**config.mk**
```make
export PLATFORM = sky130hd
export DESIGN_NAME = core_sequencer
export DESIGN_NICKNAME = d
export VERILOG_FILES = /design/src/rtl/core_sequencer.sv
export SDC_FILE = /design/constraint.sdc
export NUM_CORES = 1
export LEC_CHECK = 0
export CAP_MARGIN = 20
export CORE_ASPECT_RATIO = 0.5
export CORE_MARGIN = 4
export CORE_UTILIZATION = 49
export CTS_CLUSTER_DIAMETER = 50
export DETAILED_ROUTE_END_ITERATION = 12
export MAX_ROUTING_LAYER = met4
export PLACE_DENSITY = 0.83
export SLEW_MARGIN = 20
export SYNTH_ARGS = -nofsm -noshare
export SYNTH_HDL_FRONTEND = slang
export SYNTH_SLANG_ARGS = --single-unit
```
**constraint.sdc**
```tcl
create_clock -name clk -period 5.7 [get_ports clk]
set_clock_uncertainty 0.15 [all_clocks]
set_input_delay 0.57 -clock clk [delete_from_list [all_inputs] [get_ports clk]]
set_output_delay 0.57 -clock clk [all_outputs]
set_load 0.02 [all_outputs]
```
**src/rtl/core_sequencer.sv**
```systemverilog
// Multi-cycle fetch/decode/execute/writeback sequencer for the R-type core.
// Optional SEQ_SINGLE_STEP_EN adds step_en: every writeback then re-halts.
module core_sequencer #(
  parameter int          N        = 32,
  parameter int          MAX_WAIT = 8,
  parameter logic [6:0]  R_OPCODE = 7'b0110011
) (
  input  logic         clk,
  input  logic         reset,
  output logic         imem_req,
  input  logic         imem_ack,
  input  logic [N-1:0] imem_rdata,
  output logic [N-1:0] inst_code,
  input  logic         write_en_in,
  output logic         rf_write_en,
  output logic         pc_en,
  input  logic         halt_req,
  input  logic         resume,
  output logic         halted,
  output logic         busy,
  output logic [1:0]   fault_cause,
`ifdef SEQ_SINGLE_STEP_EN
  output logic [31:0]  retired_count,
  input  logic         step_en
`else
  output logic [31:0]  retired_count
`endif
);

  // state     | meaning
  // IDLE      | first cycle after reset, checks halt_req
  // FETCH     | imem_req high, waiting for imem_ack
  // DECODE    | opcode legality check
  // EXECUTE   | ALU settle cycle
  // WRITEBACK | gated register write, PC advance, retire
  // HALT      | stopped; resume only if no fault recorded
  typedef enum logic [2:0] {
    IDLE, FETCH, DECODE, EXECUTE, WRITEBACK, HALT
  } state_t;

  localparam int             WW        = (MAX_WAIT > 1) ? $clog2(MAX_WAIT) : 1;
  localparam logic [WW-1:0]  WAIT_LAST = WW'(MAX_WAIT - 1);

  state_t         state_q, state_d;
  logic [N-1:0]   inst_q, inst_d;
  logic [31:0]    retired_q, retired_d;
  logic [1:0]     fault_q, fault_d;
  logic [WW-1:0]  wait_q, wait_d;
  logic           stop_after_wb;

`ifdef SEQ_SINGLE_STEP_EN
  assign stop_after_wb = halt_req | step_en;
`else
  assign stop_after_wb = halt_req;
`endif

  always_ff @(posedge clk or negedge reset) begin
    if (!reset) begin
      state_q   <= IDLE;
      inst_q    <= '0;
      retired_q <= '0;
      fault_q   <= 2'b00;
      wait_q    <= '0;
    end else begin
      state_q   <= state_d;
      inst_q    <= inst_d;
      retired_q <= retired_d;
      fault_q   <= fault_d;
      wait_q    <= wait_d;
    end
  end

  always_comb begin
    state_d     = state_q;
    inst_d      = inst_q;
    retired_d   = retired_q;
    fault_d     = fault_q;
    wait_d      = wait_q;
    imem_req    = 1'b0;
    rf_write_en = 1'b0;
    pc_en       = 1'b0;
    halted      = 1'b0;
    busy        = 1'b0;
    case (state_q)
      IDLE: state_d = halt_req ? HALT : FETCH;
      FETCH: begin
        imem_req = 1'b1;
        busy     = 1'b1;
        if (imem_ack) begin
          inst_d  = imem_rdata;
          wait_d  = '0;
          state_d = DECODE;
        end else if (wait_q == WAIT_LAST) begin
          // ack on the last allowed cycle is handled above, so it wins
          wait_d  = '0;
          fault_d = 2'b01;
          state_d = HALT;
        end else begin
          wait_d = wait_q + 1'b1;
        end
      end
      DECODE: begin
        busy = 1'b1;
        if (inst_q[6:0] != R_OPCODE) begin
          fault_d = 2'b10;
          state_d = HALT;
        end else begin
          state_d = EXECUTE;
        end
      end
      EXECUTE: begin
        busy    = 1'b1;
        state_d = WRITEBACK;
      end
      WRITEBACK: begin
        busy        = 1'b1;
        rf_write_en = write_en_in;
        pc_en       = 1'b1;
        retired_d   = retired_q + 32'd1;
        state_d     = stop_after_wb ? HALT : FETCH;
      end
      HALT: begin
        halted = 1'b1;
        if (resume && fault_q == 2'b00) state_d = FETCH;
      end
      default: state_d = IDLE;
    endcase
  end

  assign inst_code     = inst_q;
  assign fault_cause   = fault_q;
  assign retired_count = retired_q;

endmodule

```
; ---- After elaboration in Yosys (flattened, before gate mapping)
; Index checks and enable logic that the tools add are counted.
[op_classes]
n_addsub = 2
n_eq_ne = 12
muxes = 17
n_reduce_logical = 9
[ops]
columns = operator, n
row1 = "32-bit by 1-bit adder with 32-bit output, second input constant", 1
row2 = 3-bit 2-to-1 mux, 7
row3 = 3-bit one-hot mux with 5 select lines, 1
row4 = "3-bit == test, second input constant", 3
row5 = "2-bit inequality test, second input constant", 4
row6 = "7-bit by 6-bit inequality test with 1-bit output, second input constant", 1
row7 = "3-bit by 2-bit == test with 1-bit output, second input constant", 2
row8 = 2-bit 2-to-1 mux, 3
row9 = 1-bit 2-to-1 mux, 5
row10 = 2-bit one-hot mux with 2 select lines, 1
row11 = 2-bit AND reduction, 2
row12 = 4-bit AND reduction, 1
row13 = 4-bit OR reduction, 1
row14 = "3-bit by 1-bit adder with 3-bit output, second input constant", 1
row15 = "3-bit by 1-bit == test with 1-bit output, second input constant", 1
row16 = 3-bit logical NOT, 1
row17 = "3-bit inequality test, second input constant", 1
row18 = 2-bit logical NOT, 1
row19 = 2-bit nonzero test, 1
row20 = 2-bit OR reduction, 1
row21 = 1-bit logical AND, 1
[totals]
reg_bits = 72
input_bits = 38
out_inout_bits = 71
elab_cells = 45

; ---- Depth between registers and ports, before layout
[depth]
depth_word = 4
mapped_depth = 6
depth_no_buf = 5

; ---- Worst setup path after synthesis
; No wires, ideal clock.
[synth_timing]
kind = register to register
startpoint = reg state_q[1]
endpoint = reg inst_q[10] (netlist: inst_code[10])
setup_ns = 0.125
arrival_ns = 1.617
required_time_ns = 5.425
slack_ns = 3.808
path_stages_with_launch = 7
n_path_buf = 3
synth_period_minus_slack_ns = 1.892
path_cell_list = dfrtp_1 -> buf_6 -> or3b_1 -> buf_2 -> nor2_4 -> buf_6 -> mux2_2
[synth_between]
elab_chain_len = 2
[synth_lines]
columns = element, line_no
row1 = from (decl), 44  ; state_t state_q, state_d;
row2 = from (signal assigned), 65  ; state_q <= state_d;
row3 = 3-bit by 1-bit == test with 1-bit output, 84  ; case (state_q)
row4 = 2-bit AND reduction (no line), n/a
row5 = to (signal assigned), 66  ; inst_q <= inst_d;
row6 = to (decl), 45  ; logic [N-1:0] inst_q, inst_d;
; Every way passes these cells.
; A chain may end at the register's enable or synchronous reset.

; ---- Worst setup path in the final report
[layout_timing]
startpoint = reg state_q[2]
endpoint = out imem_req
[layout_between]
elab_chain_len = 2
[layout_lines]
columns = element, line_no
row1 = 3-bit by 1-bit == test with 1-bit output, 84
row2 = 1-bit 2-to-1 mux, 84
row3 = to (decl), 10  ; output logic imem_req,
; Every way passes these cells.

==> qor.csv <==
stage,metric,value,unit
floorplanning,die_area,7850,um2
power_and_ir_drop,p_comb_share,39.2,%
drt,remaining_drc_errors,0,
drt,wl,6970,um
synthesis,synthTopCellsByArea,"dfrtp_1 (57%), mux2_2 (12%), xnor2_1 (6.7%)",
cells_and_area,num-fill-cells,437,
placed_design,dpl.hpwl,5040,um
sta,slew_headroom,40.9,%
worst_setup_path,required,4980,ps
power_and_ir_drop,p_clk_share,25.5,%
cts,clk_pin_slew,50,ps
floorplanning,core,6160,um2
sta,hold_viol_final,0,
worst_setup_path,crit_path_start_kind,flip-flop,
floorplanning,die-height,64.7,um
hold_path,hold_path.class,in -> async,
placed_design,gp_congestion,0.835,
synthesis,seq_area_frac_synth,57.3,%
synthesis,netlist.area_leader.share,57.3,%
synthesis,syn_area,3150,um2
synthesis,ys_warn_count,0,
synthesis,avgSynthCellArea,13.1,um2
cts,worstSkewPairLatency,330,ps
synthesis,synth_area_leader_cell,dfrtp_1,
cts,htree_levels,3,
global_route,grt_first_pass_wirelength,11500,um
floorplanning,placementRows,20,
worst_setup_path,cp_max_fo,11,
sta,final_max_slew_viol_count,0,
floorplanning,die_w,121,um
cts,cts_setup_buffers,0,
sta,tns,0,ps
sta,rsz0062_at_grt,no,
sta,worst_pin_slew,886,ps
power_and_ir_drop,p_per_area,486,nW/um2
sta,period_needed,2770,ps
drt,drtIter0Drc,136,
global_route,grt-ovfl-total,0,
flow_run,maxCapViolCount,0,
cts,cts_root_buffer,clkbuf_16,
cells_and_area,finalInstanceArea,4570,um2
power_and_ir_drop,vdd_drop_max,0.000206,V
cells_and_area,area_delta_synth_final,45.4,%
placed_design,port_buffers,108,
worst_setup_path,crit_type,reg -> out,
global_route,met1_usage,22.0,%
global_route,grt-busiest-layer,met2,
sta,setup_viol_count_final,0,
placed_design,place_area,4270,um2
cells_and_area,layout-drive-gt1-share,17.1,%
cts,cts_num_sinks,72,
global_route,grt_use_total,19.4,%
status,status,completed,
worst_setup_path,endpoint_kind,output pin,
global_route,grt_pass1_vias,2322,
global_route,antenna_found_initial,0,
drt,antenna_left,0,
cts,cts.path.max_buffers,2,
cts,cts_buffers,9,
floorplanning,initial_core_util,51.1,%
power_and_ir_drop,p_switching,723,uW
synthesis,synth_cell_types,35,
cells_and_area,n_antenna_cell,0,
synthesis,synthCells,241,
cells_and_area,nNetsFinal,394,
global_route,grt_max_degree,73,
power_and_ir_drop,seqPwrFrac,35.3,%
synthesis,yosys_register_bits,72,
cts,cts_tree,yes,
synthesis,synth_nets,282,
cts,cts_resized,0,
power_and_ir_drop,p_int,1.50,mW
floorplanning,ios,109,
drt,vias,2251,
power_and_ir_drop,leakage,1.97,nW
drt,drt-pass1-iter-count,4,
sta,fin_crit_sh,48.6,%
power_and_ir_drop,switching_share,32.6,%
worst_setup_path,reg2regPathDepth,3,
global_route,met2_usage,33.3,%
cts,ctsHoldBuffers,0,
global_route,use_met3,6.80,%
drt,wl_per_cell,15.7,um
worst_setup_path,critPathArrivalTime,2050,ps
sta,fmaxAchievable,0.361,GHz
drt,vias_per_cell,5.06,
==> kinds of logic (layout without fill, tap and decap cells) <==
logic type	count (synthesis)	in the layout	synth area share, %
multiplexers	33	33	11.8
XOR/XNOR	32	32	8.91
AO/OA/AOI/OAI	11	11	2.27
buffers and inverters	12	128	2.78
AND/OR/NAND/NOR	78	78	15.8
flip-flops	72	72	57.3
adder cells (fa/ha/maj)	3	3	1.19
==> worst max-delay path: stages (launching register included) <==
cell and delay [ps]:
dfrtp_1 490, or3b_1 540, inv_1 90, clkdlybuf4s50_1 600
==> cell usage after synthesis, drive strengths merged <==
cell	instances
o22ai	1
and2b	1
and4	3
a22o	2
and3	7
or3b	2
a32o	1
nand4bb	1
a21oi	2
dfrtp	72
o21ai	3
nor4b	1
or3	1
xor2	8
xnor2	24
nor3	3
nand2	21
a31oi	2
nor2	13
nor4	3
mux2	33
clkbuf	1
inv	4
buf	7
ha	3
nand3	10
and2	2
nand4	10
==> final cells by class <==
| type | count | area (um2) | share of cell area [%] |
|---|---|---|---|
| Clock buffer | 12 | 267 | 5.83 |
| Clock inverter | 3 | 40.0 | 0.875 |
| Inverter | 4 | 15.0 | 0.328 |
| Multi-Input combinational cell | 157 | 1260 | 27.5 |
| Sequential cell | 72 | 1800 | 39.4 |
| Tap cell | 88 | 110 | 2.41 |
| Timing Repair Buffer | 109 | 1080 | 23.7 |
==> power groups by stage <==
stage | registers (mW) | logic [mW] | clock network [mW]
6_report | 0.783 | 0.871 | 0.567
5_1_grt | 0.806 | 0.928 | 0.606
4_1_cts | 0.783 | 0.882 | 0.579
3_5_place_dp | 0.790 | 0.880 | 0
3_3_place_gp | 0.780 | 0.852 | 0
2_1_floorplan | 0.935 | 0.339 | 0
==> layout by cell type, fill, tap and decap left out, types with 2 or more instances in the layout <==
cell type,netlist,routed
nor3_2,2,2
and4_1,3,3
clkbuf_8,0,3
and3_1,7,7
clkdlybuf4s50_1,0,107
nand4_1,9,9
a31oi_1,2,2
o21ai_0,3,3
clkbuf_16,0,9
mux2_2,33,33
nand3_1,9,9
xor2_1,8,8
a22o_1,2,2
nor2_1,12,12
and2_1,2,2
clkinv_2,0,2
nand2_1,21,21
a21oi_1,2,2
xnor2_1,24,24
nor4_4,3,3
dfrtp_1,72,72
ha_1,3,3
inv_1,4,4
==> path summary, 6_finish.rpt <==
| path | from | endpoint | slack, ps |
|---|---|---|---|
| worst max-delay path | state_q[2] | imem_req | 2930 |
| worst min-delay path | reset | inst_code[27] | 280 |
| worst max register to register | state_q[2] | inst_code[3] | 3250 |
| worst min register to register | retired_count[31] | retired_count[31] | 320 |
| max in group asynchronous | reset | retired_count[24] | 4530 |
| min in group clk | retired_count[31] | retired_count[31] | 320 |
==> metrics by stage <==
step	cells	utilization, %	hold slack [ps]	power, mW	worst slack [ps]
after global placement	430	69.3	310	1.63	3150
after floorplan	241	-	124	1.27	3810
after CTS	445	74.3	328	2.24	2910
after global routing	445	74.3	346	2.34	2820
final	445	74.3	281	2.22	2930
after detailed placement	430	69.3	322	1.67	3090
==> registers in the layout, indices dropped and copies added (netlist names) <==
| register | count |
|---|---|
| fault_cause | 2 |
| state_q | 3 |
| retired_count | 32 |
| wait_q | 3 |
| inst_code | 32 |
==> metal layers <==
layer | up-vias | share of wire [%]
met1 | 1108 | 41
met2 | 66 | 51
met5 | - | 0
met3 | 9 | 6.2
li1 | 1068 | -
met4 | 0 | 1.3
Power figures use the tool's default switching activity.
